**config.mk**
```make
export PLATFORM = sky130hd
export DESIGN_NAME = cpu_sequencer
export DESIGN_NICKNAME = d
export VERILOG_FILES = /design/src/rtl/cpu_seq_pkg.sv /design/src/rtl/seq_wait_timer.sv /design/src/rtl/cpu_sequencer.sv
export SDC_FILE = /design/constraint.sdc
export NUM_CORES = 1
export LEC_CHECK = 0
export ABC_AREA = 1
export CORE_ASPECT_RATIO = 0.8
export CORE_UTILIZATION = 40
export CTS_BUF_LIST = sky130_fd_sc_hd__clkbuf_4
export DETAILED_ROUTE_END_ITERATION = 12
export GPL_TIMING_DRIVEN = 0
export PLACE_DENSITY = 0.67
export SLEW_MARGIN = 10
export SYNTH_ARGS = -nofsm -noshare
export SYNTH_HDL_FRONTEND = slang
export SYNTH_SLANG_ARGS = --single-unit
```
**constraint.sdc**
```tcl
create_clock -name clk -period 1.4 [get_ports clk]
set_input_delay 0.21 -clock clk [delete_from_list [all_inputs] [get_ports clk]]
set_output_delay 0.21 -clock clk [all_outputs]
set_load 0.01 [all_outputs]
```
**src/rtl/cpu_seq_pkg.sv**
```systemverilog
// cpu_seq_pkg: state encodings shared by the cpu sequencer and its bench
package cpu_seq_pkg;
    localparam int ST_W = 3;
    localparam logic [ST_W-1:0] ST_RESET   = 3'd0;
    localparam logic [ST_W-1:0] ST_FETCH   = 3'd1;
    localparam logic [ST_W-1:0] ST_DECODE  = 3'd2;
    localparam logic [ST_W-1:0] ST_EXECUTE = 3'd3;
    localparam logic [ST_W-1:0] ST_IRQ     = 3'd4;
    localparam logic [ST_W-1:0] ST_HALT    = 3'd5;
    typedef enum logic [ST_W-1:0] {
        S_RESET   = ST_RESET,
        S_FETCH   = ST_FETCH,
        S_DECODE  = ST_DECODE,
        S_EXECUTE = ST_EXECUTE,
        S_IRQ     = ST_IRQ,
        S_HALT    = ST_HALT
    } state_t;
endpackage

```
**src/rtl/seq_wait_timer.sv**
```systemverilog
// seq_wait_timer: saturating instruction-fetch wait-state counter
module seq_wait_timer #(
    parameter int TMO_W = 4
) (
    input  logic clk,
    input  logic rst,
    input  logic clr,
    input  logic inc,
    output logic expired
);
    logic [TMO_W-1:0] count;
    assign expired = &count;
    always_ff @(posedge clk or posedge rst) begin
        if (rst)
            count <= '0;
        else if (clr)
            count <= '0;
        else if (inc && !expired)
            count <= count + TMO_W'(1);
    end
endmodule

```
**src/rtl/cpu_sequencer.sv**
```systemverilog
// cpu_sequencer: multi-cycle fetch/decode/execute control with wait-state timeout and vectored irq
module cpu_sequencer
    import cpu_seq_pkg::*;
#(
    parameter int              PC_W     = 10,
    parameter logic [PC_W-1:0] RESET_PC = '0,
    parameter logic [PC_W-1:0] IRQ_VEC  = PC_W'('h3F0),
    parameter int              TMO_W    = 4
) (
    input  logic            clk,
    input  logic            rst,
    input  logic            imem_ready,
    input  logic            hlt,
    input  logic            bra,
    input  logic [PC_W-1:0] br_target,
    input  logic            exec_busy,
    input  logic            irq,
    input  logic            irq_en,
    output logic [PC_W-1:0] pc,
    output logic [PC_W-1:0] epc,
    output logic            fetch_req,
    output logic            ir_load,
    output logic            cu_en,
    output logic            exec_en,
    output logic            pc_en,
    output logic            irq_ack,
    output logic            halted,
    output logic            bus_err,
    output logic [ST_W-1:0] st
);
    state_t          state, nxt;
    logic [PC_W-1:0] pc_nxt, epc_nxt;
    logic            err_nxt, expired, irq_take;

    // timer only runs while stalled in FETCH so every fetch gets a fresh budget
    seq_wait_timer #(.TMO_W(TMO_W)) u_timer (
        .clk     (clk),
        .rst     (rst),
        .clr     (state != S_FETCH || imem_ready),
        .inc     (state == S_FETCH && !imem_ready),
        .expired (expired)
    );

    assign irq_take  = irq & irq_en;
    assign st        = state;
    assign fetch_req = state == S_FETCH;
    assign ir_load   = state == S_FETCH && imem_ready;
    assign cu_en     = state == S_DECODE;
    assign exec_en   = state == S_EXECUTE;
    assign pc_en     = state == S_EXECUTE && !exec_busy;
    assign irq_ack   = state == S_IRQ;
    assign halted    = state == S_HALT;

    always_ff @(posedge clk or posedge rst) begin
        if (rst) begin
            state   <= S_RESET;
            pc      <= RESET_PC;
            epc     <= '0;
            bus_err <= 1'b0;
        end else begin
            state   <= nxt;
            pc      <= pc_nxt;
            epc     <= epc_nxt;
            bus_err <= err_nxt;
        end
    end

    always_comb begin
        nxt     = state;
        pc_nxt  = pc;
        epc_nxt = epc;
        err_nxt = bus_err;
        case (state)
            S_RESET: nxt = S_FETCH;
            S_FETCH: begin
                if (imem_ready)
                    nxt = S_DECODE;
                else if (expired) begin
                    err_nxt = 1'b1;
                    nxt     = S_HALT;
                end
            end
            S_DECODE: begin
                if (hlt)
                    nxt = S_HALT;
                else if (bra) begin
                    pc_nxt = br_target;
                    nxt    = S_FETCH;
                end else
                    nxt = S_EXECUTE;
            end
            S_EXECUTE: begin
                if (!exec_busy) begin
                    pc_nxt = pc + PC_W'(1);
                    nxt    = irq_take ? S_IRQ : S_FETCH;
                end
            end
            S_IRQ: begin
                epc_nxt = pc;
                pc_nxt  = IRQ_VEC;
                nxt     = S_FETCH;
            end
            S_HALT: nxt = irq_take ? S_IRQ : S_HALT;
            default: nxt = S_RESET;
        endcase
    end
endmodule
```
# Word-level counts from Yosys, hierarchy flattened
# Cells that the tools add are included.
dict set report totals {
  regBits 28
  out_inout_bits 31
  elab_cells 49
}
dict set report op_classes {
  addsub 2
  eq_ne 10
  mux 14
  bitwise 2
  n_reduce_logical 16
}
# cell count
set op_table {}
lappend op_table {{two-way mux 10 bit} 3}
lappend op_table {{case mux 10 bit (3 select lines)} 1}
lappend op_table {{two-way mux 3 bit} 5}
lappend op_table {{case mux 3 bit (5 select lines)} 1}
lappend op_table {{adder 10 x 1 -> 10 bit (second input constant)} 1}
lappend op_table {{two-way mux 4 bit} 2}
lappend op_table {{AND reduction 4 bit} 2}
lappend op_table {{equality test 3 x 2 -> 1 bit (second input constant)} 2}
lappend op_table {{equality test 3 bit (second input constant)} 2}
lappend op_table {{!= test 2 bit (second input constant)} 3}
lappend op_table {{AND reduction 6 bit} 1}
lappend op_table {{adder 4 x 1 -> 4 bit (second input constant)} 1}
lappend op_table {{logical AND 1 bit} 4}
lappend op_table {{equality test 3 x 1 -> 1 bit (second input constant)} 1}
lappend op_table {{zero test 1 bit} 3}
lappend op_table {{zero test 3 bit} 1}
lappend op_table {{!= test 3 x 1 -> 1 bit (second input constant)} 1}
lappend op_table {{!= test 3 x 2 -> 1 bit (second input constant)} 1}
lappend op_table {{nonzero test 3 bit} 1}
lappend op_table {{two-way mux 2 bit} 1}
lappend op_table {{AND reduction 2 bit} 1}
lappend op_table {{nonzero test 2 bit} 1}
lappend op_table {{OR reduction 2 bit} 1}
lappend op_table {{bitwise AND 1 bit} 1}
lappend op_table {{other kinds (3)} 3}

# Longest topological paths before layout
# Gate-level depths: netlist (run 1).
dict set report logic_depth {
  depth_word 5
  mapped_depth 10
  ltp_nobuf 9
}

# Cells and area by module
# From an unflattened synthesis (run 1), not the netlist that was laid out.
dict set report unflattened {
  hier_cells 224
  hier_area_um2 1610.3
}
# module instances cells_per_inst area_each_um2
set by_module_without_submodules {}
lappend by_module_without_submodules {cpu_sequencer 1 194 1381.3}
lappend by_module_without_submodules {seq_wait_timer 1 30 229.0}

# Least setup slack after synthesis (run 1)
# Ideal clock, no wire load.
dict set report synth_path {
  path_type {reg2reg}
  startpoint {reg state[2] (netlist: st[2])}
  endpoint {reg pc[7]}
  t_arrival_ps 1338
  slack_ps -51
  stages_incl_launch_ff 9
  n_path_buf 0
  cell_sequence {dfrtp_1 -> inv_1 -> nand2_1 -> nor2_1 -> o21ai_0 -> nand2_1 -> nand2_1 -> nand2_1 -> inv_1}
}
dict set report synth_via {
  elab_chain_len 3
  word_cells_on_any_way 9
  cone_classes {6 x eq/ne; 1 x mux; 2 x reduce/logical}
}
# item line
set synth_lines {}
lappend synth_lines {{from (decl)} cpu_sequencer.sv:31} ;# state_t state, nxt;
lappend synth_lines {{from (signal assigned)} cpu_sequencer.sv:61} ;# state <= nxt;
lappend synth_lines {{equality test 3 x 2 -> 1 bit *} --}
lappend synth_lines {{named net cu_en} cpu_sequencer.sv:23} ;# output logic cu_en,
lappend synth_lines {{!= test 2 bit (no source line) / nonzero test 3 bit (equally long branches)} --}
lappend synth_lines {{AND reduction 4 bit (no source line)} --}
lappend synth_lines {{to (signal assigned)} cpu_sequencer.sv:62} ;# pc <= pc_nxt;
lappend synth_lines {{to (decl)} cpu_sequencer.sv:19} ;# output logic [PC_W-1:0] pc,
# The timed path passes the listed nets; every way through them passes the cells marked *.
# A chain may end at the register's enable or synchronous reset.

# Worst setup path in the final report (run 1)
dict set report layout_path {
  startpoint {reg state[0] (netlist: st[0])}
  endpoint {out pc_en}
}
dict set report layout_via {
  elab_chain_len 2
}
# item line
set layout_lines {}
lappend layout_lines {{equality test 3 x 2 -> 1 bit} cpu_sequencer.sv:50} ;# assign pc_en = state == S_EXECUTE && !exec_busy;
lappend layout_lines {{logical AND 1 bit} cpu_sequencer.sv:50}
lappend layout_lines {{to (decl)} cpu_sequencer.sv:25} ;# output logic pc_en,
# No other way between the ends.

==> results.md, run 1 <==
- CTS sink cnt: 28
- parity-gate share of the synthesized area counting xor and xnor cells: 0
- # H-tree levels: 1
- number of flip-flops and latches in the synthesized netlist: 28
- commonest cells after routing, fill and taps aside: sky130_fd_sc_hd__nand2_1, sky130_fd_sc_hd__buf_4, sky130_fd_sc_hd__dfrtp_1
- sequential area share after synthesis: 0.454
- Avg Inst Size Synth: 7.14 sq um
- worst-margin pin slew: 1.07 ns
- post-synth top area share: 0.454
- die area: 4110 sq um
- share of cell area taken by muxes after synthesis: 0
- clock latency at the later pin of the worst-skew pair: 0.35 ns
- dominant cell type by area after synthesis: sky130_fd_sc_hd__dfrtp_1
- remaining antenna violation count: 0
- Crit Path Category: flip-flop to output port
- Final period util: 1.16
- final hold viol count: 0
- Post-Syn Area: 1540 sq um
- worst slew margin relative to its limit: 0.287
- Crit-path slowest cell: sky130_fd_sc_hd__dfrtp_2
- time the final worst path needs with I/O delays and setup: 1.62 ns
- Startpoint Class: flip-flop
- detailed router's first-iteration violation count: 95
- violations in the final reports: negative setup slack
- count of mapped cells out of synthesis: 216
- worst min-delay path category: input pin to async pin
- antenna violations before repair: 0
- initial cell density of the core: 0.433
- Total Negative Setup Slacks: -2.88 ns
- number of antenna diodes: 0
- final core utilization: 0.720
- setup violation total in the final timing report: 22
- root buffer cell: sky130_fd_sc_hd__clkbuf_4
- worst setup slack after placement: -0.460 ns
- outcome: finished, violations left
- wire length per cell: 14.5 um
- Final nets: 325
- arrival time of data at the critical path endpoint: 1.41 ns
- max-capacitance violation count: 0
- Vert. Die Dim: 57.5 um
- global route total overflow: 0
- overall fraction of global-route tracks in use: 0.249
- compound-gate portion of the synthesized area: 0.0981
- cell-by-cell listing of the critical path: buf_4 > buf_6 > nand3_4 > buf_6 > nor2_1 > buf_2
- via count of the first global-routing pass: 1665
- Via-to-Cell Ratio: 5.17
- hold buffer count at cts: 0
- Core Box Area: 3570 sq um
- main area contributors after synthesis: sky130_fd_sc_hd__dfrtp_1, sky130_fd_sc_hd__nand2_1, sky130_fd_sc_hd__inv_1
- top fanout value on the critical path: 3
- simple-gate share of the synthesized area: 0.339
- cell area power density: 2200 nW/um^2
- Critical Path Most Common Cell: sky130_fd_sc_hd__buf_6
- final-report max-slew violation count: 0
- peak ir drop on the vdd network: 1.39 mV
- count of unique library cells instantiated by Yosys: 24
- Slowest Stage Delay on Critical Path: 0.45 ns
- count of input and output buffers: 48
- Post-Synthesis Net Count: 236
- clock tree from TritonCTS: done
- Post-route DRC: 0
- weighted congestion at the end of routability-driven global placement: 0.816
- RSZ-0062 raised after global routing: true
- Final Total Pwr: 5650 uW
- yosys synthesis warning count: 0
- type of destination of the critical path: output port
- critical path required time: 1.19 ns
- hpwl dp: 2910 um
- aggregate routed wire length: 5010 um
- maximum number of pins on one net before global-route repair: 29
- first-pass GRT wire length: 7710 um
- number of standard-cell rows in the floorplan: 19
- width of the die: 71.4 um
- number of buffers created by CTS: 3
- via total after detailed routing: 1789
- achievable frequency: 617 MHz
- setup skew after layout: 0.00239 ns
- most common library cell in the layout ignoring fill and taps: sky130_fd_sc_hd__nand2_1
- Static Leak: 0.00133 uW
- number of top-level pins: 49
- largest delay contributor family on the critical path: buffers and inverters
- count of TritonRoute iterations in the first routing pass: 5
- synthesis-to-finish area growth: 66.3%
- fraction of layout cells with a size suffix above 1: 0.299
- register clock-pin slew on the reported worst setup and hold paths: 0.16 ns
- buffers from clock root to sink, at most: 2
- Buf/Inv on CP: 4
- dominant combinational cell family by area after synthesis: simple AND/OR/NAND/NOR gates
- crit path setup slack, layout: -0.220 ns
- adder and majority cell fraction of the synthesized area: 0.0162
Yosys cell counts:
cell type	count
sky130_fd_sc_hd__a211oi_1	1
sky130_fd_sc_hd__a21oi_1	8
sky130_fd_sc_hd__a22oi_1	1
sky130_fd_sc_hd__buf_4	1
sky130_fd_sc_hd__buf_6	2
sky130_fd_sc_hd__clkbuf_1	2
sky130_fd_sc_hd__dfrtp_1	28
sky130_fd_sc_hd__ha_1	2
sky130_fd_sc_hd__inv_1	28
sky130_fd_sc_hd__nand2_1	71
sky130_fd_sc_hd__nand2_2	2
sky130_fd_sc_hd__nand3_1	14
sky130_fd_sc_hd__nand3b_1	1
sky130_fd_sc_hd__nand4_1	2
sky130_fd_sc_hd__nor2_1	28
sky130_fd_sc_hd__nor2_2	1
sky130_fd_sc_hd__nor2_4	1
sky130_fd_sc_hd__nor3_1	3
sky130_fd_sc_hd__nor3_2	1
sky130_fd_sc_hd__nor4_1	1
sky130_fd_sc_hd__o21ai_0	14
sky130_fd_sc_hd__o21ai_1	1
sky130_fd_sc_hd__o22ai_1	1
sky130_fd_sc_hd__o31ai_1	2
what timing repair did:
| action | CTS | global route |
|---|---|---|
| setup buffers | 28 | 8 |
| endpoints found under the setup margin | 43 | 35 |
| endpoints found under the hold margin | 0 | 0 |
| gates resized for setup | 99 | 32 |
| gates cloned | 1 | 0 |
| pin swaps | 7 | 10 |
report_power, final:
| group | internal, uW | switching, uW | total (uW) |
|---|---|---|---|
| Combinational | 1710 | 2030 | 3740 |
| Sequential | 1150 | 209 | 1360 |
| Clock | 290 | 260 | 550 |
cell type report:
| class | count | area [sq um] |
|---|---|---|
| repair buffers | 85 | 732 |
| well taps | 42 | 52.6 |
| multi-input cells | 155 | 861 |
| plain buffers | 4 | 45.0 |
| inverters | 28 | 120 |
| clock inverters | 1 | 30.0 |
| clock buffers | 3 | 22.5 |
| flip-flops and latches | 28 | 703 |
| fillers | 264 | 1000 |
metrics by stage:
stage	cells	hold WS [ns]	area [sq um]
3_5_place_dp	306	0.450	2080
4_1_cts	339	0.472	2440
5_1_grt	346	0.498	2570
2_1_floorplan	216	0.275	1550
6_report	346	0.413	2570
3_3_place_gp	306	0.444	2080
worst reg2reg max path: cells and delay by family, from the launching register on:
family,cells,cell delay (ns)
DFF,1,0.45
AOI/OAI and AO/OA,1,0.06
buffers and inverters,5,0.59
and+or+nand+nor,5,0.40
registers in the layout (all words and copies together) (netlist names):
name           flops
bus_err            1
epc               10
st                 3
u_timer.count      4
pc                10
worst paths after layout:
| check | from | end | slack (ns) | cells after the start |
|---|---|---|---|---|
| setup / recovery | st[0]$_DFFE_PP0P_ | pc_en | -0.22 | 6 |
| hold / removal | rst | bus_err$_DFFE_PP0P_ | 0.41 | 2 |
| setup reg to reg | st[0]$_DFFE_PP0P_ | pc[3]$_DFFE_PP0P_ | -0.15 | 11 |
| hold reg to reg | bus_err$_DFFE_PP0P_ | bus_err$_DFFE_PP0P_ | 0.47 | 2 |
| max in group asynchronous | rst | st[2]$_DFFE_PP0P_ | 0.28 | 2 |
| min in group clk | bus_err$_DFFE_PP0P_ | bus_err$_DFFE_PP0P_ | 0.47 | 2 |
routing by layer:
| metal | vias up | GRT usage | share of wire |
|---|---|---|---|
| li1 | 864 | - | - |
| met1 | 839 | 0.341 | 0.45 |
| met2 | 78 | 0.386 | 0.48 |
| met3 | 8 | 0.0495 | 0.057 |
| met4 | 0 | 0.106 | 0.015 |
| met5 | - | 0 | 0 |
cells by family after synthesis:
| logic type | after synthesis |
|---|---|
| compound gates | 28 |
| fa+ha+maj | 2 |
| buf+inv | 33 |
| flops | 28 |
| simple gates | 125 |
Note: power is estimated with default switching activity, not from simulation.
==> run 2: changes to the inputs <==
--- a/config.mk
+++ b/config.mk
@@ -12,6 +12,7 @@
 export DETAILED_ROUTE_END_ITERATION = 12
 export GPL_TIMING_DRIVEN = 0
 export PLACE_DENSITY = 0.67
+export REMOVE_ABC_BUFFERS = 1
 export SLEW_MARGIN = 10
 export SYNTH_ARGS = -nofsm -noshare
 export SYNTH_HDL_FRONTEND = slang
==> constraint.sdc (replaced) <==
create_clock -name clk -period 1.85 [get_ports clk]
set_input_delay 0.2775 -clock clk [delete_from_list [all_inputs] [get_ports clk]]
set_output_delay 0.2775 -clock clk [all_outputs]
set_load 0.01 [all_outputs]
==> run 2 against run 1 <==
Against the previous run: the run now ends clean; hold slack better by 0.074 ns; sequential share of layout area grew 3.9 points; clock skew down 0.00090 ns; non-clock buffer count is 29 lower; sequential cell count unchanged; register-to-register slack better by 0.28 ns; largest cell class unchanged; largest power group unchanged.
==> results.md, run 2 (synthesis gave the netlist of run 1 again) <==
- count of input and output buffers: 48, unchanged
- Slowest Stage Delay on Critical Path: 0.48 ns, +0.03 ns
- Final nets: 297, -8.6%
- worst-margin pin slew: 1.08 ns, +0.00937 ns
- first-pass GRT wire length: 6890 um, -11%
- initial cell density of the core: 0.433, unchanged
- Vert. Die Dim: 57.5 um, unchanged
- Startpoint Class: flip-flop
- Final Total Pwr: 3680 uW, -35%
- # H-tree levels: 1, unchanged
- arrival time of data at the critical path endpoint: 1.50 ns, +0.09 ns
- worst setup slack after placement: -0.456 ns, +0.00395 ns
- hpwl dp: 2720 um, -6.5%
- worst slew margin relative to its limit: 0.281, -0.00625
- root buffer cell: sky130_fd_sc_hd__clkbuf_4
- CTS sink cnt: 28, unchanged
- number of buffers created by CTS: 3, unchanged
- via count of the first global-routing pass: 1451, -13%
- width of the die: 71.4 um, unchanged
- commonest cells after routing, fill and taps aside: sky130_fd_sc_hd__nand2_1, sky130_fd_sc_hd__clkdlybuf4s50_1, sky130_fd_sc_hd__nor2_1
- number of standard-cell rows in the floorplan: 19, unchanged
- Buf/Inv on CP: 3, -1
- peak ir drop on the vdd network: 0.729 mV, -48%
- top fanout value on the critical path: 5, +2
- clock latency at the later pin of the worst-skew pair: 0.33 ns, -0.02 ns
- aggregate routed wire length: 4080 um, -19%
- wire length per cell: 12.8 um, -11%
- buffers from clock root to sink, at most: 2, unchanged
- Static Leak: 0.00115 uW, -13%
- register clock-pin slew on the reported worst setup and hold paths: 0.16 ns, about the same
- number of top-level pins: 49, unchanged
- worst min-delay path category: input pin to async pin
- crit path setup slack, layout: 0.0728 ns, +0.293 ns
- remaining antenna violation count: 0, unchanged
- fraction of layout cells with a size suffix above 1: 0.120, -0.180
- time the final worst path needs with I/O delays and setup: 1.78 ns
- achievable frequency: 563 MHz
- count of TritonRoute iterations in the first routing pass: 5, unchanged
- number of antenna diodes: 0, unchanged
- overall fraction of global-route tracks in use: 0.218, -0.0305
- cell area power density: 1630 nW/um^2, -26%
- outcome: completed
- hold buffer count at cts: 0, unchanged
- max-capacitance violation count: 0, unchanged
- via total after detailed routing: 1581, -12%
- largest delay contributor family on the critical path: buffers and inverters
- weighted congestion at the end of routability-driven global placement: 0.808, -0.98%
- final hold viol count: 0, unchanged
- cell-by-cell listing of the critical path: buf_4 > nand3_4 > clkinvlp_4 > dlygate4sd2_1
- setup violation total in the final timing report: 0, -100%
- Via-to-Cell Ratio: 4.97, -3.8%
- Final period util: 0.961
- synthesis-to-finish area growth: 45.9%
- setup skew after layout: 0.00149 ns, -0.000902 ns
- clock tree from TritonCTS: done
- global route total overflow: 0, unchanged
- final-report max-slew violation count: 0, unchanged
- Crit Path Category: flip-flop to output port
- registers with the most flip-flops: epc: 10 flops, pc: 10 flops, u_timer.count: 4 flops
- type of destination of the critical path: output port
- antenna violations before repair: 0, unchanged
- critical path required time: 1.57 ns, +0.38 ns
- die area: 4110 sq um, unchanged
- detailed router's first-iteration violation count: 114, +20%
- Core Box Area: 3570 sq um, unchanged
- maximum number of pins on one net before global-route repair: 29, unchanged
- Post-route DRC: 0, unchanged
- most common library cell in the layout ignoring fill and taps: sky130_fd_sc_hd__nand2_1
- Crit-path slowest cell: sky130_fd_sc_hd__dfrtp_2
==> run 2: cell types whose count changed in the layout (fill, tap and decap cells not counted), moves of 4 or more <==
cell / before / now
sky130_fd_sc_hd__buf_2: 5 / 0
sky130_fd_sc_hd__inv_1: 21 / 25
sky130_fd_sc_hd__o21ai_1: 6 / 1
sky130_fd_sc_hd__clkdlybuf4s50_1: 17 / 40
sky130_fd_sc_hd__o21ai_0: 5 / 14
sky130_fd_sc_hd__o21ai_2: 4 / 0
sky130_fd_sc_hd__dlygate4sd2_1: 22 / 5
sky130_fd_sc_hd__buf_6: 11 / 1
sky130_fd_sc_hd__buf_4: 32 / 10
sky130_fd_sc_hd__nand2_2: 7 / 1
sky130_fd_sc_hd__nor2_1: 24 / 28
sky130_fd_sc_hd__nand2_1: 62 / 71
==> run 2: final timing paths <==
kind | slack, ns | from | cells after the start | endpoint
setup / recovery | 0.07 | st[0]$_DFFE_PP0P_ | 4 | exec_en
hold / removal | 0.49 | rst | 2 | epc[0]$_DFFE_PP0P_
setup reg to reg | 0.13 | st[1]$_DFFE_PP0P_ | 9 | pc[8]$_DFFE_PP0P_
hold reg to reg | 0.49 | bus_err$_DFFE_PP0P_ | 2 | bus_err$_DFFE_PP0P_
max in group asynchronous | 0.65 | rst | 2 | st[1]$_DFFE_PP0P_
min in group clk | 0.49 | bus_err$_DFFE_PP0P_ | 2 | bus_err$_DFFE_PP0P_
==> run 2: final cells by class <==
type | instances | area (sq um)
Clock inverter | 1 | 30.0
Timing Repair Buffer | 60 | 573
Tap cell | 42 | 52.6
Clock buffer | 3 | 22.5
Fill cell | 346 | 1320
Sequential cell | 28 | 704
Inverter | 28 | 109
Multi-Input combinational cell | 156 | 759
==> run 2: power by group <==
part	leakage, uW	switching (uW)	internal (uW)	total (uW)
clock	0.0000279	193	219	412
sequential	0.000340	237	870	1110
combinational	0.000787	1150	1010	2160
==> run 2: metal layers <==
| metal | up-vias | global-route usage | routed length (um) |
|---|---|---|---|
| met5 | - | 0 | 0 |
| met2 | 57 | 0.351 | 1820 |
| met1 | 717 | 0.307 | 1920 |
| met4 | 0 | 0.0486 | 37 |
| li1 | 803 | - | - |
| met3 | 4 | 0.0442 | 296 |
==> run 2: metrics by stage <==
step	setup TNS, ns	instance area, sq um	utilization	std cells	hold slack (ns)
2_1_floorplan	0	1510	-	211	0.343
3_3_place_gp	-1.31	2040	0.572	301	0.444
3_5_place_dp	-1.23	2040	0.572	301	0.453
4_1_cts	0	2230	0.626	316	0.491
5_1_grt	-0.000923	2250	0.631	318	0.515
6_report	0	2250	0.631	318	0.486
==> run 2: worst reg2reg max path, cell delays in order, from the launching register on <==
cell	delay, ns
sky130_fd_sc_hd__dfrtp_2	0.44
sky130_fd_sc_hd__buf_4	0.15
sky130_fd_sc_hd__nor2_4	0.16
sky130_fd_sc_hd__nand2_8	0.12
sky130_fd_sc_hd__nand2_1	0.09
sky130_fd_sc_hd__nand2_1	0.11
sky130_fd_sc_hd__nor2_4	0.29
sky130_fd_sc_hd__nand2_1	0.11
sky130_fd_sc_hd__nor2_1	0.11
sky130_fd_sc_hd__nor2_1	0.05
==> run 2: what timing repair did <==
action | in CTS | in global routing
gates cloned | 1 | 0
resized for setup | 21 | 6
pin swaps | 1 | 0
setup endpoints to repair | 14 | 9
endpoints found under the hold margin | 0 | 0
setup buffers | 10 | 2
